**src/rtl/datapath_pkg.sv**
```systemverilog
// Shared datapath definitions: zero-register index, stack-pointer defaults and common types.
// Used by reg_file_rw, which also honours the REG_BYPASS_EN build macro.
package datapath_pkg;

    localparam int NUM_REGS_DEF = 16;
    localparam int REG_ADDR_W   = $clog2(NUM_REGS_DEF);
    localparam int ZERO_REG     = 0;
    localparam int SP_IDX_DEF   = 15;

    typedef logic [REG_ADDR_W-1:0] reg_addr_t;
    typedef logic [31:0]           word_t;

    localparam word_t SP_RESET_DEF = 32'h0000_0FFC;

endpackage

```
**src/rtl/reg_file_rw_if.sv**
```systemverilog
// Register-file bus: two read ports, one write port and the committed-write counter.
interface reg_file_rw_if #(
    parameter int ADDR_W = 4,
    parameter int DATA_W = 32
);
    logic [ADDR_W-1:0] rs_addr;
    logic [ADDR_W-1:0] rt_addr;
    logic [DATA_W-1:0] rs_data;
    logic [DATA_W-1:0] rt_data;
    logic              wr_en;
    logic [ADDR_W-1:0] wr_addr;
    logic [DATA_W-1:0] wr_data;
    logic [15:0]       wr_count;

    modport master (
        output rs_addr, rt_addr, wr_en, wr_addr, wr_data,
        input  rs_data, rt_data, wr_count
    );

    modport slave (
        input  rs_addr, rt_addr, wr_en, wr_addr, wr_data,
        output rs_data, rt_data, wr_count
    );
endinterface

```
**src/rtl/reg_file_rw_read_port.sv**
```systemverilog
// One combinational read port: masks index 0 and, when REG_BYPASS_EN is defined,
// forwards the in-flight write data on an address match.
module reg_read_port
    import datapath_pkg::*;
#(
    parameter  int NUM_REGS = 16,
    parameter  int DATA_W   = 32,
    localparam int ADDR_W   = $clog2(NUM_REGS)
) (
    input  logic [ADDR_W-1:0] rd_addr,
    input  logic [DATA_W-1:0] regs [NUM_REGS],
`ifdef REG_BYPASS_EN
    input  logic              wr_en,
    input  logic [ADDR_W-1:0] wr_addr,
    input  logic [DATA_W-1:0] wr_data,
`endif
    output logic [DATA_W-1:0] rd_data
);

    // Select zero, forwarded write data, or stored contents.
    always_comb begin
        rd_data = {DATA_W{1'b0}};
        if (rd_addr == ADDR_W'(ZERO_REG)) begin
            rd_data = {DATA_W{1'b0}};
`ifdef REG_BYPASS_EN
        end else if (wr_en && (wr_addr == rd_addr)) begin
            rd_data = wr_data;
`endif
        end else begin
            rd_data = regs[rd_addr];
        end
    end

endmodule

```
**src/rtl/reg_file_rw.sv**
```systemverilog
// General-purpose register file: 2 combinational reads, 1 write per cycle, saturating write counter.
// Same-cycle write-to-read forwarding is enabled by defining REG_BYPASS_EN.
module reg_file_rw
    import datapath_pkg::*;
#(
    parameter  int                NUM_REGS = NUM_REGS_DEF,
    parameter  int                DATA_W   = 32,
    parameter  int                SP_IDX   = SP_IDX_DEF,
    parameter  logic [DATA_W-1:0] SP_RESET = DATA_W'(SP_RESET_DEF),
    localparam int                ADDR_W   = $clog2(NUM_REGS)
) (
    input  logic         clk,
    input  logic         rst_n,
    reg_file_rw_if.slave bus
);

    logic [DATA_W-1:0] regs_q [NUM_REGS];
    logic [DATA_W-1:0] regs_d [NUM_REGS];
    logic [15:0]       wr_count_q;
    logic [15:0]       wr_count_d;
    logic              wr_commit_s;

    // Next-state for storage and counter; index 0 never takes a write.
    always_comb begin
        regs_d      = regs_q;
        wr_count_d  = wr_count_q;
        wr_commit_s = bus.wr_en && (bus.wr_addr != ADDR_W'(ZERO_REG));
        if (wr_commit_s) begin
            regs_d[bus.wr_addr] = bus.wr_data;
            if (wr_count_q != 16'hFFFF) begin
                wr_count_d = wr_count_q + 16'd1;
            end else begin
                wr_count_d = wr_count_q;
            end
        end else begin
            wr_count_d = wr_count_q;
        end
        regs_d[ZERO_REG] = {DATA_W{1'b0}};
    end

    // State registers; reset loads the stack pointer with its initial value.
    always_ff @(posedge clk or negedge rst_n) begin
        if (!rst_n) begin
            for (int i = 0; i < NUM_REGS; i++) begin
                regs_q[i] <= (i == SP_IDX) ? SP_RESET : {DATA_W{1'b0}};
            end
            wr_count_q <= 16'd0;
        end else begin
            regs_q     <= regs_d;
            wr_count_q <= wr_count_d;
        end
    end

    reg_read_port #(.NUM_REGS(NUM_REGS), .DATA_W(DATA_W)) u_port_a (
        .rd_addr (bus.rs_addr),
        .regs    (regs_q),
`ifdef REG_BYPASS_EN
        .wr_en   (bus.wr_en),
        .wr_addr (bus.wr_addr),
        .wr_data (bus.wr_data),
`endif
        .rd_data (bus.rs_data)
    );

    reg_read_port #(.NUM_REGS(NUM_REGS), .DATA_W(DATA_W)) u_port_b (
        .rd_addr (bus.rt_addr),
        .regs    (regs_q),
`ifdef REG_BYPASS_EN
        .wr_en   (bus.wr_en),
        .wr_addr (bus.wr_addr),
        .wr_data (bus.wr_data),
`endif
        .rd_data (bus.rt_data)
    );

    assign bus.wr_count = wr_count_q;

endmodule

```
**src/flat_wrapper.sv**
```systemverilog
// flat-port wrapper written by rule: the top's interface ports become plain ports
module reg_file_rw_flat import datapath_pkg::*;
#(
    parameter  int                NUM_REGS = NUM_REGS_DEF,
    parameter  int                DATA_W   = 32,
    parameter  int                SP_IDX   = SP_IDX_DEF,
    parameter  logic [DATA_W-1:0] SP_RESET = DATA_W'(SP_RESET_DEF),
    localparam int                ADDR_W   = $clog2(NUM_REGS)
)
  (clk, rst_n, bus_rs_addr, bus_rt_addr, bus_wr_en, bus_wr_addr, bus_wr_data, bus_rs_data, bus_rt_data, bus_wr_count);
  reg_file_rw_if #(.ADDR_W(4), .DATA_W(DATA_W)) bus_i ();
  input  logic clk;
  input  logic rst_n;
  input wire logic [$bits(bus_i.rs_addr)-1:0] bus_rs_addr;
  input wire logic [$bits(bus_i.rt_addr)-1:0] bus_rt_addr;
  input wire logic [$bits(bus_i.wr_en)-1:0] bus_wr_en;
  input wire logic [$bits(bus_i.wr_addr)-1:0] bus_wr_addr;
  input wire logic [$bits(bus_i.wr_data)-1:0] bus_wr_data;
  output wire logic [$bits(bus_i.rs_data)-1:0] bus_rs_data;
  output wire logic [$bits(bus_i.rt_data)-1:0] bus_rt_data;
  output wire logic [$bits(bus_i.wr_count)-1:0] bus_wr_count;
  assign bus_i.rs_addr = bus_rs_addr;
  assign bus_i.rt_addr = bus_rt_addr;
  assign bus_i.wr_en = bus_wr_en;
  assign bus_i.wr_addr = bus_wr_addr;
  assign bus_i.wr_data = bus_wr_data;
  assign bus_rs_data = bus_i.rs_data;
  assign bus_rt_data = bus_i.rt_data;
  assign bus_wr_count = bus_i.wr_count;
  reg_file_rw #(.NUM_REGS(NUM_REGS), .DATA_W(DATA_W), .SP_IDX(SP_IDX), .SP_RESET(SP_RESET)) u_core (.clk(clk), .rst_n(rst_n), .bus(bus_i));
endmodule
```
**config.mk**
```make
export PLATFORM = sky130hd
export DESIGN_NAME = reg_file_rw_flat
export DESIGN_NICKNAME = d
export VERILOG_FILES = /design/src/rtl/datapath_pkg.sv /design/src/rtl/reg_file_rw_if.sv /design/src/rtl/reg_file_rw_read_port.sv /design/src/rtl/reg_file_rw.sv /design/src/flat_wrapper.sv
export SDC_FILE = /design/constraint.sdc
export NUM_CORES = 1
export LEC_CHECK = 0
export ABC_AREA = 1
export CAP_MARGIN = 5
export CORE_ASPECT_RATIO = 1.25
export CORE_MARGIN = 2
export CORE_UTILIZATION = 35
export CTS_BUF_LIST = sky130_fd_sc_hd__clkbuf_4
export CTS_CLUSTER_DIAMETER = 100
export DETAILED_ROUTE_END_ITERATION = 12
export PLACE_DENSITY_LB_ADDON = 0.08
export RECOVER_POWER = 25
export SETUP_SLACK_MARGIN = 0.1
export SYNTH_ARGS = -nofsm -noshare
export SYNTH_HDL_FRONTEND = slang
export SYNTH_SLANG_ARGS = --single-unit
```
**constraint.sdc**
```tcl
create_clock -name clk -period 4.6 [get_ports clk]
set_clock_uncertainty 0.2 [all_clocks]
set_input_delay 0.92 -clock clk [delete_from_list [all_inputs] [get_ports clk]]
set_output_delay 0.92 -clock clk [all_outputs]
set_load 0.05 [all_outputs]
```
==> summary.md <==
| Metric | Value |
|---|---|
| Status | `finished with violations` |
| Failing checks | `max-capacitance violations, max-slew violations` |
| Fraction of layout cells with a size suffix above 1 | `approximately a tenth` |
| Hold buffers post-CTS | `1` |
| R2R cell count | `8` |
| Reg-to-reg slack, setup | `approximately 2.2 ns` |
| Maxcap violations | `1` |
| Peak VDD IR | `roughly 0.00033 V` |
| R2R Path End | `u_core.bus.wr_count[10]` |
| Fmax | `around 0.25 GHz` |
| Critical Path Sink Type | `output port` |
| Cell count after synthesis | `3999` |
| Initial antenna violation count | `2` |
| Post-DP Area | `0.03037 mm^2` |
| Worst-skew pair later-pin latency | `about 1.0 ns` |
| Worst EP arrival | `2.89 ns` |
| CTS sink cnt | `496` |
| Most common library cells after synthesis | `nand2_1 (1314), o21ai_0 (496), dfrtp_1 (486)` |
| DRC viols | `0` |
| DR vias | `between 20k and 30k` |
| Core area | `0.07842 mm^2` |
| TritonRoute pass-1 iters | `6` |
| Synth unique cells | `28` |
| Grt total ovfl | `0` |
| Initial Utilization | `35.23%` |
| Clk root buf | `clkbuf_4` |
| Mean Syn Cell Area | `between 6 and 7 um^2` |
| Vert. Die Dim | `approximately 320 um` |
| Power Density | `428.8 mW/mm^2` |
| CTS tree | `built` |
| Top-area cell type share of the netlist area | `between 40% and 50%` |
| Worst Tran Pin Value | `between 2 and 3 ns` |
| Chip Width | `255.3 um` |
| Num ports | `about 130` |
| Top cells by area, synth | `dfrtp_1 (44%), nand2_1 (18%), o21ai_0 (9.0%)` |
| Final TNS setup | `0 ns` |
| Worst hold path depth | `2` |
| Syn_nets | `about 4k` |
| Final hold viol count | `0` |
| FFs w/ async S/R, synth | `100.0%` |
| Critical setup path kind | `input port to output port` |
| Clock Pin Slew Worst Setup and Hold Paths | `roughly 0.06 ns` |
| First-pass GRT wire length | `170000 um` |
| Post-DP HPWL | `67940 um` |
| GRT Util Overall | `approximately 28%` |
| Largest net degree at the start of global routing | `slightly below 90` |
| Routability cong. | `just over 0.8` |
| Post-synth top flop | `dfrtp_1` |
| Post-layout instance area | `0.03217 mm^2` |
| Setup-failing EPs final | `0` |
| Startpoint types | `input port` |
| Htree depth | `4` |
| Leakage | `around 16 nW` |
| Minimum clock period | `4.006 ns` |
| Hold endpoint | `u_core.regs_q[441]` |
| Peak fanout along the critical path | `20` |
| FF-to-FF Start | `u_core.bus.wr_count[0]` |
| # nets final | `slightly above 4k` |
| Most frequent cell after synthesis | `nand2_1` |
| Number of setup buffers added after CTS | `0` |
| Unrepaired setup endpoints after global routing | `false` |
| Mapped cell area | `0.02763 mm^2` |
| Crit. Startpoint | `bus_rs_addr[1]` |
| Post-CTS sizing | `0` |
| Synth Register Bits | `~500` |
| Initial DRC Count | `2411` |
| Hold_sp | `u_core.regs_q[441]` |
| Mean number of vias per cell | `roughly 5.2` |
| Pins Over Slew Limit | `85` |
| Total clock buffers created by CTS | `about 140` |
| Row cnt | `approximately 120` |
| Die area | `just over 0.08 mm^2` |
| Post-synth EDFFs | `0` |
| Vias in the first global route | `between 20k and 30k` |
| DRT antenna net count | `0` |
| Wire per inst | `roughly 21 um` |
| Synth area leader | `dfrtp_1` |
| Synth-to-layout area growth | `16.45%` |
| I/O Buffers | `between 100 and 150` |
| CTS max path bufs | `3` |
| Hold Crit Class | `register to register` |
| Synth Warn # | `0` |
| Required time worst endpoint | `3.48 ns` |
| DRT Wirelength | `about 110000 um` |
| Tcrit/Tclk final | `between 80% and 90%` |
| Seq/Total Area, Yosys | `between 40 and 50%` |
| Slew Limit Headroom | `-73.23%` |
worst max-delay path by stage:
stage / end / slack (ns) / cells after the start
finish: bus_rs_data[31] / 0.59 / 12
global route: u_core.regs_q[68] / 0.48 / 3
CTS: bus_rs_data[31] / 0.59 / 12
detailed placement: bus_rs_data[31] / 0.60 / 12
global placement: bus_rs_data[31] / 0.60 / 12
floorplan: bus_rt_data[15] / 1.29 / 8
logic make-up (layout without fill, tap and decap cells):
logic type	after synthesis	after routing	share of synthesized area, %
AO/OA/AOI/OAI	747	747	14.72
flip-flops	496	496	44.97
buffers and inverters	736	919	10.49
other	0	2	0
XOR/XNOR	7	7	0.2219
adder cells (fa/ha/maj)	1	1	0.04528
AND/OR/NAND/NOR	2012	2012	29.55
per-stage QoR:
stage	std cells	utilization, %	power, W	hold slack, ns	setup WS [ns]
2_1_floorplan	3999	-	0.008147	0.2530	1.291
3_3_place_gp	4982	38.73	0.009438	0.2656	0.6022
4_1_cts	5235	41.09	0.01392	0.2864	0.5908
6_report	5237	41.02	0.01379	0.2847	0.5939
3_5_place_dp	4982	38.73	0.009467	0.2726	0.5989
5_1_grt	5237	41.02	0.01470	0.3052	0.4763
state kept, by name, indices dropped and copies added (netlist names):
name	flops
u_core.bus.wr_count	16
u_core.regs_q	480
cell type report:
type / instances / area, um^2
tap: 1053 / 1318
fill: 8357 / 46250
clock buffer: 210 / 1577
timing repair buffer: 221 / 2536
multi-input combinational: 2767 / 12370
inverter: 446 / 1674
clock inverter: 42 / 266.5
sequential: 496 / 12420
antenna: 2 / 5.005
worst max-delay path: stages:
cell and delay [ns]:
buf_4 0.23, inv_1 0.14, nand2_4 0.22, inv_2 0.16, buf_4 0.35, nand2_1 0.11
nand3_1 0.10, nand2_1 0.05, nand2_1 0.07, inv_1 0.04, nand2_1 0.19, buf_4 0.25
per-layer routing:
metal | part of all wire [%] | vias to the layer above | routed length [um] | track usage, %
met4 | 3.0 | 0 | 3375 | 10.14
met2 | 47 | 968 | 52550 | 45.53
met5 | 0 | - | 0 | 0
met1 | 44 | 12930 | 49000 | 37.59
met3 | 6.2 | 230 | 6890 | 4.602
li1 | - | 12910 | - | -
where the power goes:
group	internal, W	switching, W
clock network	0.00231	0.00208
logic	0.00122	0.00233
registers	0.00531	0.000558
placed cells by master, fill, tap and decap left out, types with 4 or more instances in the layout:
| cell type | n |
|---|---|
| inv_1 | 438 |
| o21ai_0 | 496 |
| clkbuf_4 | 210 |
| nand2_1 | 1312 |
| nand4_1 | 6 |
| clkinv_1 | 30 |
| dfrtp_1 | 486 |
| clkdlybuf4s50_1 | 52 |
| buf_12 | 60 |
| bufinv_16 | 4 |
| a21oi_1 | 105 |
| buf_4 | 96 |
| clkbuf_2 | 4 |
| buf_2 | 4 |
| xnor2_1 | 7 |
| nand3_1 | 394 |
| nor2_1 | 274 |
| o211ai_1 | 128 |
| nor2_4 | 8 |
| nand2_2 | 7 |
| inv_2 | 15 |
| o21ai_1 | 16 |
| dfstp_2 | 10 |
Power figures use the tool's default switching activity.
